### config.mk
export PLATFORM = sky130hd
export DESIGN_NAME = vga_timing_ctrl
export DESIGN_NICKNAME = d
export VERILOG_FILES = /design/src/rtl/vga_timing_ctrl.sv
export SDC_FILE = /design/constraint.sdc
export NUM_CORES = 1
export LEC_CHECK = 0
export CAP_MARGIN = 15
export CORE_MARGIN = 1.5
export CORE_UTILIZATION = 30
export DETAILED_ROUTE_END_ITERATION = 12
export PLACE_DENSITY_LB_ADDON = 0.1
export SLEW_MARGIN = 20
export SYNTH_ARGS = -nofsm -noshare
export SYNTH_HDL_FRONTEND = slang
export SYNTH_SLANG_ARGS = --single-unit
### constraint.sdc
create_clock -name clk -period 4.9 [get_ports clk]
set_clock_uncertainty 0.15 [all_clocks]
set_input_delay 1.225 -clock clk [delete_from_list [all_inputs] [get_ports clk]]
set_output_delay 1.225 -clock clk [all_outputs]
set_load 0.1 [all_outputs]
### src/rtl/vga_timing_ctrl.sv
`default_nettype none
// ============================================================================
// Module   : vga_timing_ctrl
// Purpose  : VGA frame sequencer with a pixel-rate enable, H/V phase FSMs and
//            registered sync, display-enable, position and strobe outputs.
// Revision : 1.0 - initial release
// ============================================================================
module vga_timing_ctrl #(
    parameter int PIX_DIV = 2,
    parameter int H_SYNC  = 96,
    parameter int H_BACK  = 48,
    parameter int H_DISP  = 640,
    parameter int H_FRONT = 16,
    parameter int V_SYNC  = 2,
    parameter int V_BACK  = 29,
    parameter int V_DISP  = 480,
    parameter int V_FRONT = 10
) (
    input  logic       clk,
    input  logic       reset,
    input  logic       run,
    output logic       pix_ce,
    output logic       VGA_HSYNC,
    output logic       VGA_VSYNC,
    output logic       disp_en,
    output logic [9:0] hpos,
    output logic [9:0] vpos,
    output logic       line_start,
    output logic       frame_start,
    output logic       busy
);

    localparam int               DIV_W    = (PIX_DIV > 1) ? $clog2(PIX_DIV) : 1;
    localparam logic [DIV_W-1:0] DIV_LAST = DIV_W'(PIX_DIV - 1);

    typedef enum logic {
        TOP_IDLE = 1'b0,
        TOP_RUN  = 1'b1
    } top_state_t;

    typedef enum logic [1:0] {
        PH_SYNC  = 2'd0,
        PH_BACK  = 2'd1,
        PH_DISP  = 2'd2,
        PH_FRONT = 2'd3
    } phase_t;

    top_state_t       top_state, top_next;
    phase_t           h_state, h_next, v_state, v_next;
    logic [9:0]       h_cnt, h_cnt_next, v_cnt, v_cnt_next;
    logic [DIV_W-1:0] div_cnt, div_next;
    logic [9:0]       h_last, v_last;
    logic             h_done, v_done, line_end, frame_end, start;

    logic             pix_ce_next, hsync_next, vsync_next, disp_next;
    logic             line_start_next, frame_start_next, busy_next;
    logic [9:0]       hpos_next, vpos_next;

    function automatic logic [9:0] phase_last(input phase_t ph, input int len_sync,
                                              input int len_back, input int len_disp,
                                              input int len_front);
        int len;
        case (ph)
            PH_SYNC: len = len_sync;
            PH_BACK: len = len_back;
            PH_DISP: len = len_disp;
            default: len = len_front;
        endcase
        return 10'(len - 1);
    endfunction

    always_comb begin
        top_next   = top_state;
        h_next     = h_state;
        v_next     = v_state;
        h_cnt_next = h_cnt;
        v_cnt_next = v_cnt;
        div_next   = div_cnt;
        start      = 1'b0;

        h_last    = phase_last(h_state, H_SYNC, H_BACK, H_DISP, H_FRONT);
        v_last    = phase_last(v_state, V_SYNC, V_BACK, V_DISP, V_FRONT);
        h_done    = pix_ce && (h_cnt == h_last);
        line_end  = h_done && (h_state == PH_FRONT);
        v_done    = line_end && (v_cnt == v_last);
        frame_end = v_done && (v_state == PH_FRONT);

        if (top_state == TOP_IDLE) begin
            start = run;
        end else begin
            div_next = (div_cnt == DIV_LAST) ? '0 : div_cnt + DIV_W'(1);
            if (pix_ce) begin
                h_cnt_next = h_cnt + 10'd1;
            end
            if (h_done) begin
                h_next     = phase_t'(h_state + 2'd1);
                h_cnt_next = '0;
            end
            if (line_end) begin
                v_cnt_next = v_cnt + 10'd1;
            end
            if (v_done) begin
                v_next     = phase_t'(v_state + 2'd1);
                v_cnt_next = '0;
            end
            // run is only honoured on the frame boundary
            if (frame_end) begin
                start = run;
                if (!run) begin
                    top_next = TOP_IDLE;
                end
            end
        end

        if (start) begin
            top_next = TOP_RUN;
        end
        if (start || (top_next == TOP_IDLE)) begin
            h_next     = PH_SYNC;
            v_next     = PH_SYNC;
            h_cnt_next = '0;
            v_cnt_next = '0;
            div_next   = '0;
        end

        busy_next        = (top_next == TOP_RUN);
        pix_ce_next      = busy_next && (div_next == DIV_LAST);
        hsync_next       = !(busy_next && (h_next == PH_SYNC));
        vsync_next       = !(busy_next && (v_next == PH_SYNC));
        disp_next        = (h_next == PH_DISP) && (v_next == PH_DISP);
        hpos_next        = (h_next == PH_DISP) ? h_cnt_next : '0;
        vpos_next        = (v_next == PH_DISP) ? v_cnt_next : '0;
        line_start_next  = start || (line_end && busy_next);
        frame_start_next = start;
    end

    always_ff @(posedge clk or negedge reset) begin
        if (!reset) begin
            top_state <= TOP_IDLE;
            h_state   <= PH_SYNC;
            v_state   <= PH_SYNC;
            h_cnt     <= '0;
            v_cnt     <= '0;
            div_cnt   <= '0;
        end else begin
            top_state <= top_next;
            h_state   <= h_next;
            v_state   <= v_next;
            h_cnt     <= h_cnt_next;
            v_cnt     <= v_cnt_next;
            div_cnt   <= div_next;
        end
    end

    always_ff @(posedge clk or negedge reset) begin
        if (!reset) begin
            pix_ce      <= 1'b0;
            VGA_HSYNC   <= 1'b1;
            VGA_VSYNC   <= 1'b1;
            disp_en     <= 1'b0;
            hpos        <= '0;
            vpos        <= '0;
            line_start  <= 1'b0;
            frame_start <= 1'b0;
            busy        <= 1'b0;
        end else begin
            pix_ce      <= pix_ce_next;
            VGA_HSYNC   <= hsync_next;
            VGA_VSYNC   <= vsync_next;
            disp_en     <= disp_next;
            hpos        <= hpos_next;
            vpos        <= vpos_next;
            line_start  <= line_start_next;
            frame_start <= frame_start_next;
            busy        <= busy_next;
        end
    end

endmodule
`default_nettype wire

==> impl_metrics.json, run 1 <==
{
  "drc": 0,
  "ys_async_sr_fraction_pct": 100,
  "rows": 34,
  "dp_slack_ps": 1380,
  "min_period_over_period_pct": 76.3,
  "post_synth_num_cell_types": 54,
  "drv_slew": 0,
  "syn-mean-instance-area_um2": 10.1,
  "final_cell_mix": "50 x dfrtp_1, 30 x nor2_1, 28 x clkdlybuf4s50_1, 23 x nand2_1, 15 x a21oi_1",
  "drive_gt1_share_pct": 7.80,
  "ios": 30,
  "reg2regPathDepth": 10,
  "power_mw": 0.709,
  "cp_top_family": "buffers and inverters",
  "met1Wirelength_um": 2690,
  "diodes": 0,
  "regArea_um2": 1300,
  "fin_nets": 309,
  "insertion_delay_ps": 320,
  "synth-seq-cells": 52,
  "synth_edf_count": 0,
  "syn_nets": 278,
  "peakVddDrop_mv": 0.0868,
  "wl_per_cell_um": 15.0,
  "postCtsSetupBuffers": 0,
  "syn2layout_area_growth_pct": 18.8,
  "vias": 2035,
  "dr_wl_met2_um": 2970,
  "relSlewSlack_pct": 31.5,
  "yosysSeqAreaShare_pct": 48.9,
  "crit_chain": "clkdlybuf4s50_1",
  "clockRootBuffer": "clkbuf_8",
  "required_ps": 3520,
  "syn_inst": 263,
  "core_um2": 8680,
  "post_dp_cell_area_um2": 3070,
  "cpMaxStageDelayCell": "clkdlybuf4s50_1",
  "via_per_inst": 5.05,
  "grt_use_total_pct": 13.4,
  "hold_depth": 1,
  "place_hpwl_um": 4370,
  "crit_path_end_kind": "output pin",
  "critical_path_buf_inv_count": 1,
  "crit_path_max_incr_delay_ps": 1270,
  "grt_pass1_vias": 2015,
  "worst_slack_ps": 1160,
  "cts_tree": "yes",
  "die_area_um2": 9460,
  "setup_viol": 0,
  "clock_path_buffers": 2,
  "portBuffers": 29,
  "status": "completed",
  "p_leak_nw": 1.37,
  "finish.instance_area_um2": 3170,
  "cts.htree.levels": 2,
  "fin_crit_ps": 3740,
  "die_h_um": 97.3,
  "tns_ps": 0,
  "yosysWarnings": 0,
  "clkSinkCount": 52,
  "cp_num_cells": 1,
  "grt_max_degree": 36,
  "final_common_cell": "dfrtp_1",
  "ys.flop_type": "dfrtp_1",
  "crit_fanout": 15,
  "die_w_um": 97.3,
  "fillCellCount": 884,
  "routed_wirelength_um": 6040,
  "wl_met3_um": 232,
  "drt_pass1_iterations": 4,
  "drtIter0Drc": 69,
  "hp-class": "flip-flop to flip-flop",
  "place_congestion": 0.868,
  "fmax_mhz": 268,
  "gr-total-overflow": 0,
  "path_clk_slew_ps": 110,
  "multiInputGateArea_um2": 1290,
  "initial_utilization_pct": 30.7,
  "rrSetupSlack_ps": 1380,
  "rsz0062_at_grt": "false",
  "ant_nets": 0,
  "path_class": "flip-flop to output pin",
  "drv_cap": 0,
  "post_cts_resize_count": 0,
  "start_kind": "flip-flop",
  "antenna_found_initial": 0,
  "finalHoldViolCount": 0,
  "syn_area_um2": 2670,
  "cp.arrival_ps": 2360,
  "holdBufCountCts": 0,
  "grt_pass1_wl_um": 10100,
  "cts_buffers": 5,
  "routed.top_layer": "met4",
  "powerDensity_nw_per_um2": 224,
  "worst_pin_slew_ps": 1020
}
per-stage QoR:
| step | cells | utilization [%] | hold WS, ps |
|---|---|---|---|
| 2_1_floorplan | 263 | - | 254 |
| 3_3_place_gp | 395 | 35.4 | 266 |
| 4_1_cts | 403 | 36.5 | 286 |
| 3_5_place_dp | 395 | 35.4 | 270 |
| 6_report | 403 | 36.5 | 280 |
| 5_1_grt | 403 | 36.5 | 313 |
synthesized netlist by cell type (2+ instances only):
master | n | share of area [%]
nand2_1 | 23 | 3.2
and2_1 | 3 | 0.70
nand4_1 | 3 | 0.70
inv_1 | 10 | 1.4
xor2_1 | 8 | 2.6
nor3_1 | 13 | 2.4
a211oi_1 | 5 | 1.4
a21o_1 | 2 | 0.56
nand2b_1 | 3 | 0.70
or4_1 | 2 | 0.56
nand3b_1 | 2 | 0.56
a21oi_1 | 15 | 2.8
and4_1 | 2 | 0.66
xnor2_1 | 7 | 2.3
and3_1 | 7 | 1.6
o211ai_1 | 2 | 0.56
dfrtp_1 | 50 | 47
buf_2 | 3 | 0.56
mux2i_1 | 4 | 1.5
nand3_1 | 7 | 1.3
nor2b_1 | 2 | 0.47
ha_1 | 12 | 5.6
clkbuf_1 | 4 | 0.56
o21a_1 | 2 | 0.56
o21ai_0 | 6 | 1.1
dfstp_2 | 2 | 2.0
nor2_1 | 30 | 4.2
o211a_1 | 3 | 1.1
nor4_1 | 6 | 1.4
power breakdown:
| group | total [mW] | switching, mW | leakage [nW] | internal, mW |
|---|---|---|---|---|
| logic | 0.0103 | 0.00871 | 0.631 | 0.00163 |
| registers | 0.429 | 0 | 0.695 | 0.429 |
| clock network | 0.270 | 0.165 | 0.0463 | 0.105 |
routing by layer:
layer	vias up	GRT usage [%]
met4	0	5.82
li1	994	-
met3	13	2.66
met2	49	23.2
met1	979	16.0
met5	-	0
path summary, 6_finish.rpt:
path,from,endpoint
setup / recovery,busy,busy
hold / removal,div_cnt,pix_ce
setup reg to reg,v_state[0],vpos[2]
hold reg to reg,div_cnt,pix_ce
max in group asynchronous,reset,VGA_VSYNC
min in group asynchronous,reset,hpos[1]
cell type report:
cell class              instances  area share, %
clock buffers                   5           2.17
repair buffers                 31           9.48
multi-input cells             193           40.7
flip-flops and latches         52           41.2
well taps                     108           4.27
clock inverters                 3          0.869
inverters                      11           1.30
sequential cells by signal, indices dropped and copies added (netlist names):
signal,flops
VGA_HSYNC,1
VGA_VSYNC,1
busy,1
disp_en,1
div_cnt,1
frame_start,1
h_cnt,10
h_state,2
hpos,10
line_start,1
pix_ce,1
v_cnt,10
v_state,2
vpos,10
kinds of logic (layout without fill, tap and decap cells):
kind of cell	Yosys count	in the layout	synth area share, %
AND/OR/NAND/NOR	110	110	20.7
multiplexers	5	5	1.92
XOR/XNOR	15	15	4.93
flip-flops	52	52	48.9
AO/OA/AOI/OAI	51	51	15.2
buffers and inverters	18	50	2.68
adder cells (fa/ha/maj)	12	12	5.63
(Power assumes the default switching activity.)
==> inputs of run 2 (changes only) <==
==> constraint.sdc (replaced) <==
create_clock -name clk -period 3.45 [get_ports clk]
set_clock_uncertainty 0.15 [all_clocks]
set_input_delay 0.8625 -clock clk [delete_from_list [all_inputs] [get_ports clk]]
set_output_delay 0.8625 -clock clk [all_outputs]
set_load 0.1 [all_outputs]
==> run 2 against run 1 <==
Effect of this change: core utilization is 0.59 points higher; routed wire length is 3.3% higher; register-to-register slack worse by 1100 ps; via count is 1.3% higher; combinational power is 54% higher; sequential power is 42% higher; critical endpoint is now vpos[8]; non-clock buffer count is 13 higher.
==> impl_metrics.json, run 2 (synthesis results as in run 1) <==
{
  "status": "completed",
  "insertion_delay_ps": 310,
  "power_switching_mw": 0.225,
  "worst_slack_ps": 252,
  "fmax_mhz": 313,
  "antenna_found_initial": 0,
  "drc": 0,
  "fin_crit_ps": 3200,
  "clockRootBuffer": "clkbuf_8",
  "grt_max_degree": 22,
  "relSlewSlack_pct": 65.8,
  "clkSinkCount": 52,
  "grt_pass1_wl_um": 10700,
  "die_area_um2": 9460,
  "peakVddDrop_mv": 0.131,
  "drive_gt1_share_pct": 20.5,
  "drv_slew": 0,
  "power_mw": 0.982,
  "cts_buffers": 5,
  "crit_path_end_kind": "flip-flop",
  "clock_path_buffers": 2,
  "final_common_cell": "dfrtp_1",
  "netSwitchingFraction_pct": 22.9,
  "vias": 2061,
  "via_per_inst": 4.95,
  "r2r-end": "vpos[8]",
  "required_ps": 3480,
  "setup_viol": 0,
  "crit_fanout": 8,
  "powerDensity_nw_per_um2": 305,
  "drt_pass1_iterations": 6,
  "wl_per_cell_um": 15.0,
  "rsz0062_at_grt": "false",
  "cts.htree.levels": 2,
  "finish.instance_area_um2": 3220,
  "dp_slack_ps": 139,
  "fin_nets": 322,
  "drv_cap": 0,
  "holdBufCountCts": 0,
  "worst_pin_slew_ps": 513,
  "cp-endpoint": "vpos[8]",
  "grt_pass1_vias": 2122,
  "p_leak_nw": 1.49,
  "cp.arrival_ps": 3230,
  "cts_tree": "yes",
  "gr-total-overflow": 0,
  "path_class": "flip-flop to flip-flop",
  "ios": 30,
  "initial_utilization_pct": 30.7,
  "syn2layout_area_growth_pct": 20.8,
  "diodes": 0,
  "grt_use_total_pct": 14.0,
  "rrSetupSlack_ps": 250,
  "power_frac_comb_pct": 1.6,
  "start_kind": "flip-flop",
  "r2r_start": "v_state[0]",
  "stdcell_count": 416,
  "clkPwrFrac_pct": 36.4,
  "die_w_um": 97.3,
  "seqPwrFrac_pct": 62.0,
  "dpl.cell_count": 408,
  "post_dp_cell_area_um2": 3130,
  "p_int_mw": 0.757,
  "utilization_pct": 37.1,
  "tns_ps": 0,
  "path_clk_slew_ps": 100,
  "routed_wirelength_um": 6240,
  "rows": 34,
  "core_um2": 8680,
  "whs_ps": 273,
  "ant_nets": 0,
  "drtIter0Drc": 54,
  "final_cell_mix": "50 x dfrtp_1, 40 x buf_4, 30 x nor2_1, 23 x nand2_1, 15 x a21oi_1",
  "finalHoldViolCount": 0,
  "place_congestion": 0.750,
  "die_h_um": 97.3,
  "reg2regPathDepth": 11,
  "hp-class": "flip-flop to flip-flop",
  "portBuffers": 29,
  "min_period_over_period_pct": 92.7,
  "place_hpwl_um": 4600,
  "startpoint": "v_state[0]"
}
==> run 2: power groups by stage <==
stage / sequential [mW] / combinational [mW] / clock, mW
after floorplan: 0.621 / 0.000178 / 0
after global routing: 0.609 / 0.0193 / 0.406
final: 0.609 / 0.0159 / 0.357
after global placement: 0.621 / 0.0170 / 0
after detailed placement: 0.621 / 0.0174 / 0
after CTS: 0.609 / 0.0172 / 0.382
==> run 2: worst max-delay path, stage by stage (launching register included) <==
cell	delay [ps]
dfrtp_1	440
inv_1	120
ha_1	200
inv_1	90
ha_1	310
xnor2_1	140
a211o_1	310
or4_4	610
o211a_1	280
o21ai_4	210
buf_12	150
a211oi_1	50
==> run 2: how the worst min path moves through the flow <==
stage                     startpoint       to  slack [ps]  depth (start not counted)
after CTS                    div_cnt   pix_ce         280                          1
after detailed placement     div_cnt   pix_ce         260                          1
after floorplan              div_cnt  div_cnt         250                          1
after global placement       div_cnt   pix_ce         260                          1
final                        div_cnt   pix_ce         270                          1
after global routing         div_cnt  div_cnt         300                          1
==> run 2: area by class of cell <==
type / count / area (µm²)
sequential: 52 / 1300
fill: 909 / 5460
tap: 108 / 135
multi-input combinational: 193 / 1290
timing repair buffer: 44 / 355
inverter: 11 / 41.3
clock buffer: 6 / 72.6
clock inverter: 2 / 16.3
==> run 2: repair_timing <==
action / 4_1_cts / 5_1_grt
setup buffers: 0 / 0
resized for setup: 0 / 1
setup endpoints to repair: 0 / 6
==> run 2: metal layers <==
layer  global-route usage (%)  up-vias  routed length [µm]  part of all wire (%)
met5                        0        -                   0                     0
met4                     3.30        0                  64                   1.0
met3                     2.73        7                 219                   3.5
met2                     23.8       45                3090                    49
met1                     18.4      991                2870                    46
li1                         -     1018                   -                     -
